--- src/rtl/data_io_pkg.sv ---
// data_io_pkg: command codes, FSM states and CRC-16/CCITT helper for data_io_wide
package data_io_pkg;
    localparam logic [7:0] UIO_FILE_TX     = 8'h53;
    localparam logic [7:0] UIO_FILE_TX_DAT = 8'h54;
    localparam logic [7:0] UIO_FILE_INDEX  = 8'h55;
    localparam logic [15:0] CRC_POLY = 16'h1021;
    localparam logic [15:0] CRC_INIT = 16'hFFFF;

    typedef enum logic {CMD, PAYLOAD} state_t;

    function automatic logic [15:0] crc16_byte(input logic [15:0] c, input logic [7:0] d);
        logic [15:0] r;
        r = c ^ {d, 8'h00};
        for (int i = 0; i < 8; i++) r = r[15] ? {r[14:0], 1'b0} ^ CRC_POLY : {r[14:0], 1'b0};
        return r;
    endfunction
endpackage

--- src/rtl/data_io_spi_rx.sv ---
// data_io_spi_rx: oversampled SPI receiver; byte_valid pulses with rx_byte, is_cmd marks the first byte of a frame.
module data_io_spi_rx (
    input  logic       clk,
    input  logic       reset_n,
    input  logic       sck,
    input  logic       ss,
    input  logic       sdi,
    output logic       byte_valid,
    output logic       is_cmd,
    output logic       idle,
    output logic [7:0] rx_byte
);
    logic [2:0] sck_s;
    logic [1:0] ss_s, sdi_s;
    logic [3:0] cnt;
    logic [6:0] sr;
    logic       rise;

    assign rise = sck_s[1] & ~sck_s[2];
    assign idle = ss_s[1];

    // cnt runs 0..7 for the command byte, then cycles 8..15 for payload bytes
    always_ff @(posedge clk or negedge reset_n) begin
        if (!reset_n) begin
            sck_s      <= '0;
            ss_s       <= 2'b11;
            sdi_s      <= '0;
            cnt        <= '0;
            sr         <= '0;
            byte_valid <= 1'b0;
            is_cmd     <= 1'b0;
            rx_byte    <= '0;
        end else begin
            sck_s      <= {sck_s[1:0], sck};
            ss_s       <= {ss_s[0], ss};
            sdi_s      <= {sdi_s[0], sdi};
            byte_valid <= 1'b0;
            if (ss_s[1]) cnt <= '0;
            else if (rise) begin
                sr  <= {sr[5:0], sdi_s[1]};
                cnt <= (cnt[2:0] == 3'd7) ? 4'd8 : cnt + 4'd1;
                if (cnt[2:0] == 3'd7) begin
                    byte_valid <= 1'b1;
                    is_cmd     <= ~cnt[3];
                    rx_byte    <= {sr, sdi_s[1]};
                end
            end
        end
    end
endmodule

--- src/rtl/data_io_wide.sv ---
// data_io_wide: SPI file download into an external RAM over a req/ack write port.
// Define DATA_IO_CRC_EN to add a CRC-16/CCITT output over the downloaded bytes.
module data_io_wide #(
    parameter int                ADDR_W     = 16,
    parameter int                DW         = 8,
    parameter logic [ADDR_W-1:0] START_ADDR = '0,
    parameter int                SIZE_W     = 24
) (
    input  logic              clk,
    input  logic              reset_n,
    input  logic              sck,
    input  logic              ss,
    input  logic              sdi,
    output logic              downloading,
    output logic [7:0]        file_index,
    output logic [SIZE_W-1:0] size,
    output logic              overrun,
    output logic              wr_req,
    output logic [ADDR_W-1:0] wr_addr,
    output logic [DW-1:0]     wr_data,
    input  logic              wr_ack
`ifdef DATA_IO_CRC_EN
    ,
    output logic [15:0]       crc
`endif
);
    import data_io_pkg::*;

    logic              byte_valid, is_cmd, idle;
    logic [7:0]        rx_byte, cmd;
    state_t            state, state_nx;
    logic              pv, start, stop, dat, idx, ack, form, reload, ending;
    logic [DW-1:0]     word;
    logic [ADDR_W-1:0] addr_nx;

    data_io_spi_rx u_rx (
        .clk       (clk),
        .reset_n   (reset_n),
        .sck       (sck),
        .ss        (ss),
        .sdi       (sdi),
        .byte_valid(byte_valid),
        .is_cmd    (is_cmd),
        .idle      (idle),
        .rx_byte   (rx_byte)
    );

    always_ff @(posedge clk or negedge reset_n) begin
        if (!reset_n) state <= CMD;
        else state <= state_nx;
    end

    always_comb begin
        state_nx = idle ? CMD : (byte_valid && is_cmd) ? PAYLOAD : state;
        pv       = state == PAYLOAD && byte_valid && !is_cmd;
        start    = pv && cmd == UIO_FILE_TX && rx_byte[0];
        stop     = pv && cmd == UIO_FILE_TX && !rx_byte[0] && downloading;
        dat      = pv && cmd == UIO_FILE_TX_DAT && downloading;
        idx      = pv && cmd == UIO_FILE_INDEX;
        ack      = wr_req && wr_ack;
        addr_nx  = reload ? START_ADDR : wr_addr + ADDR_W'(1);
    end

    generate
        if (DW == 16) begin : g16
            logic [7:0] half;
            logic       half_valid;
            // low byte waits here; end of download flushes it with a zero upper byte
            always_ff @(posedge clk or negedge reset_n) begin
                if (!reset_n) begin
                    half       <= '0;
                    half_valid <= 1'b0;
                end else if (start || stop) half_valid <= 1'b0;
                else if (dat) begin
                    half_valid <= ~half_valid;
                    half       <= rx_byte;
                end
            end
            assign form = half_valid && (dat || stop);
            assign word = {dat ? rx_byte : 8'h00, half};
        end else begin : g8
            assign form = dat;
            assign word = rx_byte;
        end
    endgenerate

    always_ff @(posedge clk or negedge reset_n) begin
        if (!reset_n) begin
            cmd         <= '0;
            file_index  <= '0;
            downloading <= 1'b0;
            ending      <= 1'b0;
            size        <= '0;
            overrun     <= 1'b0;
            wr_req      <= 1'b0;
            wr_addr     <= START_ADDR;
            wr_data     <= '0;
            reload      <= 1'b0;
        end else begin
            if (byte_valid && is_cmd) cmd <= rx_byte;
            if (idx) file_index <= rx_byte;
            if (start) begin
                downloading <= 1'b1;
                ending      <= 1'b0;
                size        <= '0;
                overrun     <= 1'b0;
            end else if (stop) ending <= 1'b1;
            else if (ending && !wr_req && !form) begin
                downloading <= 1'b0;
                ending      <= 1'b0;
            end
            if (dat && ~&size) size <= size + SIZE_W'(1);
            if (form && (!wr_req || ack)) begin
                wr_req  <= 1'b1;
                wr_data <= word;
                if (ack) wr_addr <= addr_nx;
            end else if (form) overrun <= 1'b1;
            else if (ack) begin
                wr_req  <= 1'b0;
                wr_addr <= addr_nx;
            end
            // a restart during a pending write reloads the address once that write is acked
            if (start) reload <= wr_req && !ack;
            else if (ack) reload <= 1'b0;
            if (start && !(wr_req && !ack)) wr_addr <= START_ADDR;
        end
    end

`ifdef DATA_IO_CRC_EN
    always_ff @(posedge clk or negedge reset_n) begin
        if (!reset_n) crc <= CRC_INIT;
        else if (start) crc <= CRC_INIT;
        else if (dat) crc <= crc16_byte(crc, rx_byte);
    end
`endif
endmodule

--- config.mk ---
export PLATFORM = sky130hd
export DESIGN_NAME = data_io_wide
export DESIGN_NICKNAME = d
export VERILOG_FILES = /design/src/rtl/data_io_pkg.sv /design/src/rtl/data_io_spi_rx.sv /design/src/rtl/data_io_wide.sv
export SDC_FILE = /design/constraint.sdc
export NUM_CORES = 1
export LEC_CHECK = 0
export BUFFER_PORTS_ARGS = -buffer_cell sky130_fd_sc_hd__buf_2
export CORE_MARGIN = 4
export CORE_UTILIZATION = 55
export DETAILED_ROUTE_END_ITERATION = 6
export PLACE_DENSITY = 0.78
export SYNTH_ARGS = -nofsm -noshare
export SYNTH_HDL_FRONTEND = slang
export SYNTH_SLANG_ARGS = --single-unit
--- constraint.sdc ---
create_clock -name clk -period 5 [get_ports clk]
set_input_delay 0.5 -clock clk [delete_from_list [all_inputs] [get_ports clk]]
set_output_delay 0.5 -clock clk [all_outputs]
set_load 0.01 [all_outputs]
-- Word-level counts from Yosys, hierarchy flattened
Cells that the tools add are included.
- add/sub/neg operators: 3
- equality and inequality tests: 7
- muxes and demuxes: 27
- bitwise operators: 4
- reduce and logical (&&, ||, !) cells: 37
- operator list (kind ; number):
    $mux 16 ; 5
    $mux 24 ; 2
    $add 24x1->24 const B ; 1
    $eq 8x7->1 const B ; 3
    $reduce_and 24->1 ; 1
    $logic_and 1x1->1 ; 17
    $mux 1 ; 17
    $add 16x1->16 const B ; 1
    $mux 4 ; 3
    $reduce_bool 2->1 ; 6
    $logic_not 1->1 ; 7
    $reduce_and 2->1 ; 3
    $add 4x1->4 const B ; 1
    $eq 3x3->1 const B ; 1
    $ne 3x1->1 const B ; 1
    $not 1->1 ; 3
    $reduce_and 3->1 ; 1
    $reduce_bool 3->1 ; 1
    $ne 2x1->1 const B ; 1
    $ne 2x2->1 const B ; 1
    $and 1x1->1 ; 1
    $logic_or 1x1->1 ; 1
- register bits after elaboration: 98
- logic and storage cells: 97

-- Longest topological paths before layout
Gate-level depths: netlist of the first run.
- word-level depth: 9
- depth in mapped cells: 8
- gate-level depth less buffers: 6

-- Cells and area by module
From an unflattened synthesis of the first run, not the netlist that was laid out.
- cell total of the unflattened synthesis: 401
- area, all modules: 4556.9 µm²
- modules (own cells, without submodules) (module ; times used ; cells each ; area an instance (µm²) ; seq. area each (µm²)):
    data_io_wide ; 1 ; 338 ; 3517.1 ; 1751.7
    data_io_spi_rx ; 1 ; 63 ; 1039.7 ; 703.2

-- Least setup slack after synthesis of the first run
Ideal clock, no wire load.
- path kind: register to register
- start: register size[0]
- end: register size[13]
- setup time: 0.126 ns
- arrival: 1.887 ns
- data required time: 4.874 ns
- path slack: 2.987 ns
- cell stages (with the launch flop): 8
- buffers on the path: 2
- period minus slack after synthesis: 2.013 ns
- cells stage by stage: dfrtp_1 -> ha_1 -> nand4_2 -> nor4_4 -> a21oi_2 -> buf_6 -> buf_6 -> a221o_1
- word-level cells in the longest chain between the ends: 4
- elaborated cells between the ends (all ways): 6
- classes of those cells: 1 x add/sub; 1 x mux; 4 x reduce/logical
- RTL lines (what ; line ; text):
    from (decl) ; data_io_wide.sv:16 ; output logic [SIZE_W-1:0] size,
    from (signal assigned) ; data_io_wide.sv:112 ; if (dat && ~&size) size <= size + SIZE_W'(1);
    parallel branches: the longest is 4 deep, another holds $add 24x1->24 ; - ;
Several ways; the timed one is not identified.
A chain may end at the register's enable or synchronous reset.

-- Final worst setup path of the first run
- start: register cmd[7]
- end: register size[8]
- word-level cells in the longest chain between the ends: 5
- elaborated cells between the ends (all ways): 9
- classes of those cells: 2 x eq/ne; 1 x mux; 6 x reduce/logical
- RTL lines (what ; line ; text):
    from (decl) ; data_io_wide.sv:30 ; logic [7:0] rx_byte, cmd;
    from (signal assigned) ; data_io_wide.sv:100 ; if (byte_valid && is_cmd) cmd <= rx_byte;
    $eq 8x7->1 ; data_io_wide.sv:58 ; dat = pv && cmd == UIO_FILE_TX_DAT && downloading;
    $logic_and 1x1->1 (2 in a row) ; data_io_wide.sv:58 ;
    $logic_and 1x1->1 ; data_io_wide.sv:112 ;
    $mux 24 or $reduce_bool 2->1 (tied branches) ; - ;
Parallel ways exist; a longest one is shown, timed or not.

==> reports/metrics.csv, run 1 <==
metric;value;unit
drc;0;
cp_max_fo;20;
cp_num_buf_inv;0;
avgRoutedWirePerCell;15.76;um
area_delta_synth_final;12.70;%
tns;0;ps
path_depth;5;
slowest_stage;a21oi_2;
relSlewSlack;42.54;%
peakVddDrop;0.1835;mV
placementRows;32;
required;5250;ps
cts_tree;yes;
cts_buffers;9;
cp_cell_sequence;and4bb_2 -> nand4_1 -> a21oi_2 -> nor2_4 -> a221o_1;
slew_viol_final;0;
synth_cells;404;
totalPowerFinal;1.402;mW
fin_crit_sh;53.08;%
nNetsFinal;477;
finalWorstSetupSlack;2346;ps
cts_root_buffer;clkbuf_8;
synth.mux.area_fraction;10.65;%
synth_enable_flop_cells;0;
yosysTopAreaCellShare;53.24;%
grt_max_degree;60;
final_cell_mix;dfrtp_1 (96), buf_2 (63), mux2_2 (40);
maxCapViolCount;0;
place.gp.congestion;0.8576;
syn_avg_cell_area;11.17;um2
die_y;98.57;um
drt_wl_total;9048;um
hpwlAfterDp;6384;um
stdcell_count;574;
synth_fa_ha_area_share;1.109;%
ys_ff_latch;98;
synth_compound_area_share;9.872;%
grt_pass1_wl;15190;um
crit_type;reg2reg;
worst_pin_slew;861.8;ps
post-route-min-period;2654;ps
p_leak;2.594;nW
fmax;376.8;MHz
core;7848;um2
clock-sinks;98;
syn_area;4512;um2
path_delay_family;compound AO/OA/AOI/OAI gates;
dp.cells;558;
synth_top_family_by_area;simple AND/OR/NAND/NOR gates;
hp-class;in2async;
synth_xor_area_share;1.165;%
synthTopCellsByArea;dfrtp_1 (53%), mux2_2 (10%), nand3_1 (3.2%);
first_pass_iters;4;
cts_resized;0;
drive_gt1_share;28.18;%
vias;3401;
async_reset_ff_share;100.0;%
power.density;275.8;nW/um2
end_kind;flop;
viasPerCell;5.925;
cts_hold_buf;0;
setup_violations;0;
diodes;0;
postCtsSetupBuffers;0;
reg2reg_slack;2350;ps
synthesis.nets;414;
yosysTopAreaCell;dfrtp_1;
yosys_warnings;0;
ys_types;51;
critical-path-max-stage-delay;810;ps
ioPinCount;65;
antenna_found_initial;0;
die_w;98.57;um
grt_pass1_vias;3192;
hold_viol_final;0;
path_clk_slew;100;ps
r2r_cells;5;
grt_usage;18.94;%
synth_flop_cell;dfrtp_1;
status;complete, no violations;
grt_setup_unrepaired;false;
die_area;9716;um2
overflow;0;
synthSimpleGateAreaFrac;20.02;%
place_ws;2370;ps
cp-start-kind;flop;
cts_max_path_buffers;2;
ant_nets;0;
clkLatencyLatePin;360;ps
cp.arrival;2910;ps
drtIter0Drc;155;
start_util;57.49;%
finalClockSkew;12.16;ps
yosysSeqAreaShare;54.41;%
fill_cells;628;
layout_commonest_cell;dfrtp_1;
io_buffers;64;
cts.htree.levels;3;
-- flip-flops by register name (all words and copies together) (netlist names), 2 cells and up --
| name | cells |
|---|---|
| u_rx.sck_s | 3 |
| wr_addr | 16 |
| u_rx.rx_byte | 8 |
| wr_data | 8 |
| cmd | 8 |
| u_rx.sdi_s | 2 |
| u_rx.sr | 7 |
| u_rx.ss_s | 2 |
| u_rx.cnt | 4 |
| file_index | 8 |
| size | 24 |
-- final cells by class --
type                       instances  area, um2  area share (%)
sequential                        98       2455           48.28
timing repair buffer              66      337.8           6.644
tap                              102      127.6           2.510
inverter                          11      41.29          0.8120
multi-input combinational        281       1932           37.99
clock buffer                       9      123.9           2.436
clock inverter                     7      67.56           1.329
-- power breakdown --
group,switching (mW),internal (mW)
sequential,0.0245,0.823
combinational,0.0291,0.0275
clock,0.302,0.196
-- Yosys cell counts (all sizes together), types with 6 or more instances --
library cell,n
dfrtp,96
mux2,40
nand3,29
nor2,27
nand2,25
nor3,18
a21oi,16
nand4,16
o21ai,14
and3,13
buf,11
inv,11
a211o,7
a221o,7
a31oi,6
nand2b,6
nor4,6
or3,6
-- kinds of logic (layout without fill, tap and decap cells) --
kind of cell,count (synthesis),in the layout
buffers and inverters,25,93
AND/OR/NAND/NOR,163,163
flip-flops,98,98
multiplexers,43,43
AO/OA/AOI/OAI,65,65
adder cells (fa/ha/maj),4,4
XOR/XNOR,6,6
-- per-layer routing --
metal | part of all wire, % | GRT usage (%) | up-vias | wire length [um]
met5 | 0 | 0 | - | 0
li1 | - | - | 1617 | -
met1 | 45 | 24.80 | 1706 | 4075
met3 | 3.9 | 3.326 | 12 | 353
met2 | 50 | 31.98 | 66 | 4501
met4 | 1.3 | 6.513 | 0 | 116
-- per-stage QoR --
step / instance area (um2) / util, % / hold slack [ps]
6_report: 5085 / 64.80 / 196.9
5_1_grt: 5085 / 64.80 / 224.5
4_1_cts: 5085 / 64.80 / 216.0
3_5_place_dp: 4893 / 62.36 / 334.7
3_3_place_gp: 4893 / 62.36 / 333.5
2_1_floorplan: 4512 / - / 204.4
-- final timing paths --
path,startpoint,end
max,cmd[7],size[8]
min,reset_n,size[2]
max reg2reg,cmd[7],size[8]
min reg2reg,u_rx.sck_s[0],u_rx.sck_s[1]
max in group asynchronous,reset_n,u_rx.byte_valid
min in group clk,ss,u_rx.ss_s[0]
No activity file was read; power rests on OpenSTA's default activity.
==> run 2, diff against run 1 <==
ABC_AREA = 1   (was unset)
clock period = 2.5 ns   (was 5 ns; I/O delays follow)
==> run 2 against run 1 <==
Final area grew 9.4%. Via count grew 23%. Largest cell class unchanged. Register-to-register slack lost 1700 ps. Synthesized area grew 8.7%. Largest power group unchanged. Critical endpoint is now size[2]. Sequential share of layout area down 4.1 points. Highest routed layer unchanged.
==> reports/metrics.csv, run 2 <==
metric;value;unit;change
status;complete, no violations;;unchanged
io_buffers;64;;unchanged
vias;4173;;was 3401
setup_violations;0;;unchanged
worst_pin_slew;895.4;ps;was 861.8 ps
diodes;0;;unchanged
drive_gt1_share;15.77;%;was 28.18%
peakVddDrop;0.3196;mV;was 0.1835 mV
start_util;56.52;%;was 57.49%
fmax;526.1;MHz;was 376.8 MHz
multiInputGateArea;2116;um2;was 1932 um2
grt_max_degree;50;;was 60
cts_root_buffer;clkbuf_8;;unchanged
die_w;102.4;um;was 98.57 um
synth_flop_cell;dfrtp_1;;unchanged
cp.arrival;2170;ps;was 2910 ps
fin_util;64.07;%;was 64.80%
async_reset_ff_share;100.0;%;unchanged
design_area;5560;um2;was 5085 um2
slew_viol_final;0;;unchanged
drtIter0Drc;239;;was 155
synthesis.nets;621;;was 414
yosysMostFrequentCell;nand2_1;;was dfrtp_1
required;2770;ps;was 5250 ps
grt_pass1_vias;3965;;was 3192
ioPinCount;65;;unchanged
hold_viol_final;0;;unchanged
antenna_found_initial;0;;unchanged
finalClockSkew;14.81;ps;was 12.16 ps
ys_types;32;;was 51
yosysTopAreaCellShare;48.98;%;was 53.24%
clock-sinks;98;;unchanged
cts_max_path_buffers;2;;unchanged
hp-class;in2reg;;was in2async
core;8678;um2;was 7848 um2
yosysSeqAreaShare;50.05;%;was 54.41%
clkLatencyLatePin;380;ps;was 360 ps
dpl_cell_area;5316;um2;was 4893 um2
place.gp.congestion;0.8848;;was 0.8576
maxCapViolCount;0;;unchanged
slowest_stage;dfrtp_1;;was a21oi_2
synthTopCellsByArea;dfrtp_1 (49%), nand2_1 (14%), nand3_1 (6.4%);;was dfrtp_1 (53%), mux2_2 (10%), nand3_1 (3.2%)
r2r_cells;10;;was 5
layout_commonest_cell;nand2_1;;was dfrtp_1
nNetsFinal;690;;was 477
drc;0;;unchanged
power.density;502.4;nW/um2;was 275.8 nW/um2
viasPerCell;5.262;;was 5.925
cts.htree.levels;3;;unchanged
grt_pass1_wl;18280;um;was 15190 um
cp-start-kind;flop;;unchanged
largest_reg_flops;24;;unchanged
hpwlAfterDp;7516;um;was 6384 um
cpMostUsedCell;nand2_1;;
avgRoutedWirePerCell;13.26;um;was 15.76 um
die_y;102.4;um;was 98.57 um
final_cell_mix;nand2_1 (182), dfrtp_1 (96), nand3_1 (63), buf_2 (63), inv_1 (61);;was dfrtp_1 (96), buf_2 (63), mux2_2 (40)
cp_cell_sequence;ha_1 -> nand2_1 -> nor2_4 -> nand2_4 -> nor2_4 -> nand2_2 -> nand2_4 -> inv_6 -> nand2_1 -> nand2_1;;was and4bb_2 -> nand4_1 -> a21oi_2 -> nor2_4 -> a221o_1
tns;0;ps;unchanged
p_leak;2.731;nW;was 2.594 nW
fin_crit_sh;76.04;%;was 53.08%
synth_cells;611;;was 404
top_regs;size (24), wr_addr (16);;unchanged
critical-path-max-stage-delay;430;ps;was 810 ps
hold_depth;4;;
cp_max_fo;30;;was 20
postCtsSetupBuffers;0;;unchanged
ant_nets;0;;unchanged
end_kind;flop;;unchanged
die_area;10490;um2;was 9716 um2
yosys-top-cells-count;nand2_1 (182), dfrtp_1 (96), nand3_1 (63);;was dfrtp_1 (96), mux2_2 (40), nand3_1 (29)
syn_avg_cell_area;8.027;um2;was 11.17 um2
seq_area;2455;um2;unchanged
area_delta_synth_final;13.37;%;was 12.70%
cts_resized;0;;unchanged
post-route-min-period;1901;ps;was 2654 ps
cts_hold_buf;4;;was 0
ys_ff_latch;98;;unchanged
grt_usage;21.59;%;was 18.94%
largest_register;size;;unchanged
fill_cells;741;;was 628
grt_setup_unrepaired;false;;unchanged
yosys_warnings;0;;unchanged
crit_type;reg2reg;;unchanged
cts_tree;yes;;unchanged
path_clk_slew;100;ps;about the same
drt_wl_total;10520;um;was 9048 um
cts_buffers;9;;unchanged
synth_enable_flop_cells;0;;unchanged
yosysTopAreaCell;dfrtp_1;;unchanged
first_pass_iters;5;;was 4
syn_area;4905;um2;was 4512 um2
relSlewSlack;39.98;%;was 42.54%
overflow;0;;unchanged
placementRows;34;;was 32
whs;274.9;ps;was 196.9 ps
-- run 2: cell types whose count changed after synthesis, moves of 14 or more --
| cell | before | now |
|---|---|---|
| nand2_1 | 25 | 182 |
| mux2_2 | 40 | 0 |
| nand3_1 | 29 | 63 |
| o21ai_1 | 0 | 14 |
| o21ai_0 | 14 | 46 |
| nor3_1 | 18 | 4 |
| inv_1 | 11 | 61 |
| nor2_1 | 25 | 51 |
-- run 2: cells by family after synthesis --
logic type               after synthesis  share of synthesized area (%)
AO/OA/AOI/OAI                         68                          7.322
flip-flops                            98                          50.05
XOR/XNOR                              18                          3.214
buffers and inverters                 78                          6.811
AND/OR/NAND/NOR                      345                          31.58
adder cells (fa/ha/maj)                4                          1.020
-- run 2: layout make-up --
class                           count  share of cell area [%]
Inverter                           64                   4.410
Tap cell                          108                   2.430
Clock inverter                      7                   1.440
Clock buffer                        9                   2.228
Sequential cell                    98                   44.15
Multi-Input combinational cell    435                   38.05
Timing Repair Buffer               72                   7.291
-- run 2: layer usage --
metal,GRT usage [%],share of wire (%)
met2,35.20,49
met5,0,0
met3,3.140,4.0
met1,29.16,46
met4,8.577,1.4
-- run 2: final timing paths --
kind	start	endpoint	slack [ps]
worst max-delay path	size[0]	size[2]	600
worst min-delay path	wr_ack	wr_req	270
worst max register to register	size[0]	size[2]	600
min in group asynchronous	reset_n	wr_addr[8]	410
worst min register to register	u_rx.sdi_s[0]	u_rx.sdi_s[1]	360
max in group asynchronous	reset_n	u_rx.ss_s[0]	1360
-- run 2: per-stage QoR --
stage               setup slack, ps  cells  power (mW)
global placement              649.7    773       1.778
detailed placement            605.3    773       1.784
floorplan                     857.4    611       1.719
finish                        599.1    793       2.794
global route                  366.0    793       2.908
CTS                           587.1    793       2.813
-- run 2: report_power, final --
group / internal (mW) / switching [mW]
registers: 1.62 / 0.0245
clock network: 0.400 / 0.639
logic: 0.0333 / 0.0737
-- run 2: critical path: cells and delay by family (launching register included) --
family / cells / cell delay, ps
adders and majority gates: 1 / 260
DFF: 1 / 430
buffers and inverters: 1 / 100
and+or+nand+nor: 8 / 1010
==> run 3, diff against run 2 <==
CORE_UTILIZATION = 52   (was 55)
PLACE_DENSITY = 0.77   (was 0.78)
clock period = 1.6 ns   (was 2.5 ns; I/O delays follow)
==> run 3 against run 2 <==
The run now ends with setup timing left. Utilization up 0.85 points. Worst setup slack lost 610 ps. Clock skew grew 2.0 ps. Maximum frequency is 18% higher. First-iteration DRC count up 0.42%. Hold slack got worse by 73 ps. Sequential share of layout area down 3.0 points. Count of clock-buffer cells in the layout unchanged. Total power is 52% higher. Largest power group unchanged. Highest routed layer unchanged. Wire length up 12%.
==> reports/metrics.csv, run 3 (synthesis results as in run 2) <==
metric;value;unit;change
status;finished with violations;;was complete, no violations
violations;setup timing;;
finalClockSkew;16.83;ps;was 14.81 ps
io_buffers;64;;unchanged
p_sw;1.065;mW;was 737.2 uW
path_delay_family;simple AND/OR/NAND/NOR gates;;unchanged
largest_register;size;;unchanged
crit_type;reg2reg;;unchanged
drc;0;;unchanged
place.gp.congestion;0.8999;;was 0.8848
overflow;0;;unchanged
maxCapViolCount;0;;unchanged
clock-sinks;98;;unchanged
grt_pass1_vias;4171;;was 3965
min_from;wr_ack;;unchanged
viasPerCell;5.346;;was 5.262
die_area;11050;um2;was 10490 um2
largest_reg_flops;24;;unchanged
top_regs;size (24), wr_addr (16);;unchanged
peakVddDrop;0.6198;mV;was 0.3196 mV
post-route-min-period;1609;ps;was 1901 ps
power_frac_clock;35.1;%;was 37.2%
cts_max_path_buffers;2;;unchanged
diodes;0;;unchanged
cp_max_fo;6;;was 30
nNetsFinal;722;;was 690
critical-path-max-stage-delay;400;ps;was 430 ps
grt_usage;20.96;%;was 21.59%
clkLatencyLatePin;370;ps;was 380 ps
layout_commonest_cell;nand2_1;;unchanged
avgRoutedWirePerCell;14.21;um;was 13.26 um
start_util;53.33;%;was 56.52%
p_leak;2.946;nW;was 2.731 nW
hold_viol_final;0;;unchanged
setup_violations;3;;was 0
finalWorstSetupSlack;-8.712;ps;was 599.1 ps
ant_nets;0;;unchanged
cp_cell_sequence;ha_4 -> nand2_4 -> nor2_4 -> nand2_4 -> nor2_4 -> nand2_4 -> nand2_8 -> clkbuf_16 -> nand3_2 -> o21ai_1;;was ha_1 -> nand2_1 -> nor2_4 -> nand2_4 -> nor2_4 -> nand2_2 -> nand2_4 -> inv_6 -> nand2_1 -> nand2_1
core;9196;um2;was 8678 um2
vias;4421;;was 4173
rr_startpoint;size[0];;unchanged
fmax;621.6;MHz;was 526.1 MHz
antenna_found_initial;0;;unchanged
slew_viol_final;0;;unchanged
place_ws;-8.776;ps;was 605.3 ps
path_clk_slew;100;ps;about the same
area_delta_synth_final;21.73;%;was 13.37%
final_cell_mix;nand2_1 (179), dfrtp_1 (92), buf_2 (63);;was nand2_1 (182), dfrtp_1 (96), nand3_1 (63), buf_2 (63), inv_1 (61)
grt_pass1_wl;19140;um;was 18280 um
fill_cells;791;;was 741
fin_crit_sh;100.5;%;was 76.04%
grt_setup_unrepaired;true;;was false
cp_num_buf_inv;1;;unchanged
cts_buffers;9;;unchanged
die_y;105.1;um;was 102.4 um
multiInputGateArea;2225;um2;was 2116 um2
cts_root_buffer;clkbuf_8;;unchanged
cp-start-kind;flop;;unchanged
comb_power_share;4.1;%;was 3.8%
drtIter0Drc;240;;was 239
ioPinCount;65;;unchanged
cts_tree;yes;;unchanged
die_w;105.1;um;was 102.4 um
placementRows;35;;was 34
power.density;709.7;nW/um2;was 502.4 nW/um2
drive_gt1_share;22.63;%;was 15.77%
cpMostUsedCell;nand2_4;;was nand2_1
p_int;3.172;mW;was 2.056 mW
grt_max_degree;41;;was 50
cts.htree.levels;3;;unchanged
worst_pin_slew;498.5;ps;was 895.4 ps
first_pass_iters;5;;unchanged
seq_area;2460;um2;was 2455 um2
slowest_stage;dfrtp_1;;unchanged
startpoint;size[0];;unchanged
hp-class;in2reg;;unchanged
relSlewSlack;66.77;%;was 39.98%
required;1890;ps;was 2770 ps
whs;201.9;ps;was 274.9 ps
cp.arrival;1900;ps;was 2170 ps
drt_wl_total;11750;um;was 10520 um
hpwlAfterDp;8261;um;was 7516 um
end_kind;flop;;unchanged
sw_frac_of_total;25.14;%;was 26.39%
p_seq_share;60.8;%;was 59.0%
==> run 3: cell types whose count changed in the layout (fill, tap and decap cells not counted), moves of 5 or more <==
cell,previous run,this run
nor2_1,51,46
nand3_1,63,56
buf_4,4,30
o21ai_0,46,40
nand3_2,4,11
==> run 3: final timing paths <==
| path | end | slack [ps] | cells past startpoint |
|---|---|---|---|
| worst min-delay path | wr_req | 200 | 4 |
| worst min register to register | u_rx.sdi_s[1] | 350 | 0 |
| worst max register to register | size[12] | -9 | 10 |
| max in group asynchronous | u_rx.ss_s[0] | 630 | 3 |
| worst max-delay path | size[12] | -9 | 10 |
| min in group asynchronous | wr_data[2] | 350 | 2 |
==> run 3: worst register-to-register path, cell delays in order (launching register included) <==
cell and delay, ps:
dfrtp_1 400, ha_4 180, nand2_4 60, nor2_4 190, nand2_4 80, nor2_4 120
nand2_4 80, nand2_8 130, clkbuf_16 170, nand3_2 60, o21ai_1 80
==> run 3: per-stage QoR <==
step                      utilization (%)  TNS (ps)  total power [mW]  cell area, um2  std cells
after global placement              60.49         0             2.780            5563        803
after CTS                           62.90         0             4.267            5784        822
after floorplan                         -         0             2.686            4920        611
after global routing                64.93     -1959             4.419            5971        827
after detailed placement            60.49    -8.776             2.790            5563        803
final                               64.93    -18.58             4.237            5971        827
==> run 3: power groups by stage <==
stage / combinational (mW) / sequential [mW] / clock, mW
finish: 0.174 / 2.58 / 1.49
detailed placement: 0.167 / 2.62 / 0
global placement: 0.158 / 2.62 / 0
global route: 0.203 / 2.59 / 1.63
CTS: 0.176 / 2.58 / 1.52
floorplan: 0.0674 / 2.62 / 0
==> run 3: what timing repair did <==
item / CTS / global route
setup buffers: 0 / 2
cloned: 0 / 3
gates resized for setup: 3 / 30
endpoints found under the setup margin: 7 / 38
hold buffers: 4 / 0
hold endpoints to repair: 39 / 0
pin swaps: 1 / 15
==> run 3: layout make-up <==
cell class	count	share of cell area (%)
clock buffer	9	2.075
timing repair buffer	104	12.18
multi-input combinational	435	37.26
sequential	98	41.20
clock inverter	6	0.8592
inverter	64	4.107
tap	111	2.326
==> run 3: routing by layer <==
| layer | vias up | GRT usage, % | wire, um | part of all wire (%) |
|---|---|---|---|---|
| met2 | 124 | 34.74 | 5851 | 50 |
| met4 | 0 | 7.310 | 146 | 1.2 |
| li1 | 2169 | - | - | - |
| met1 | 2110 | 28.10 | 5224 | 44 |
| met5 | - | 0 | 0 | 0 |
| met3 | 18 | 3.212 | 525 | 4.5 |
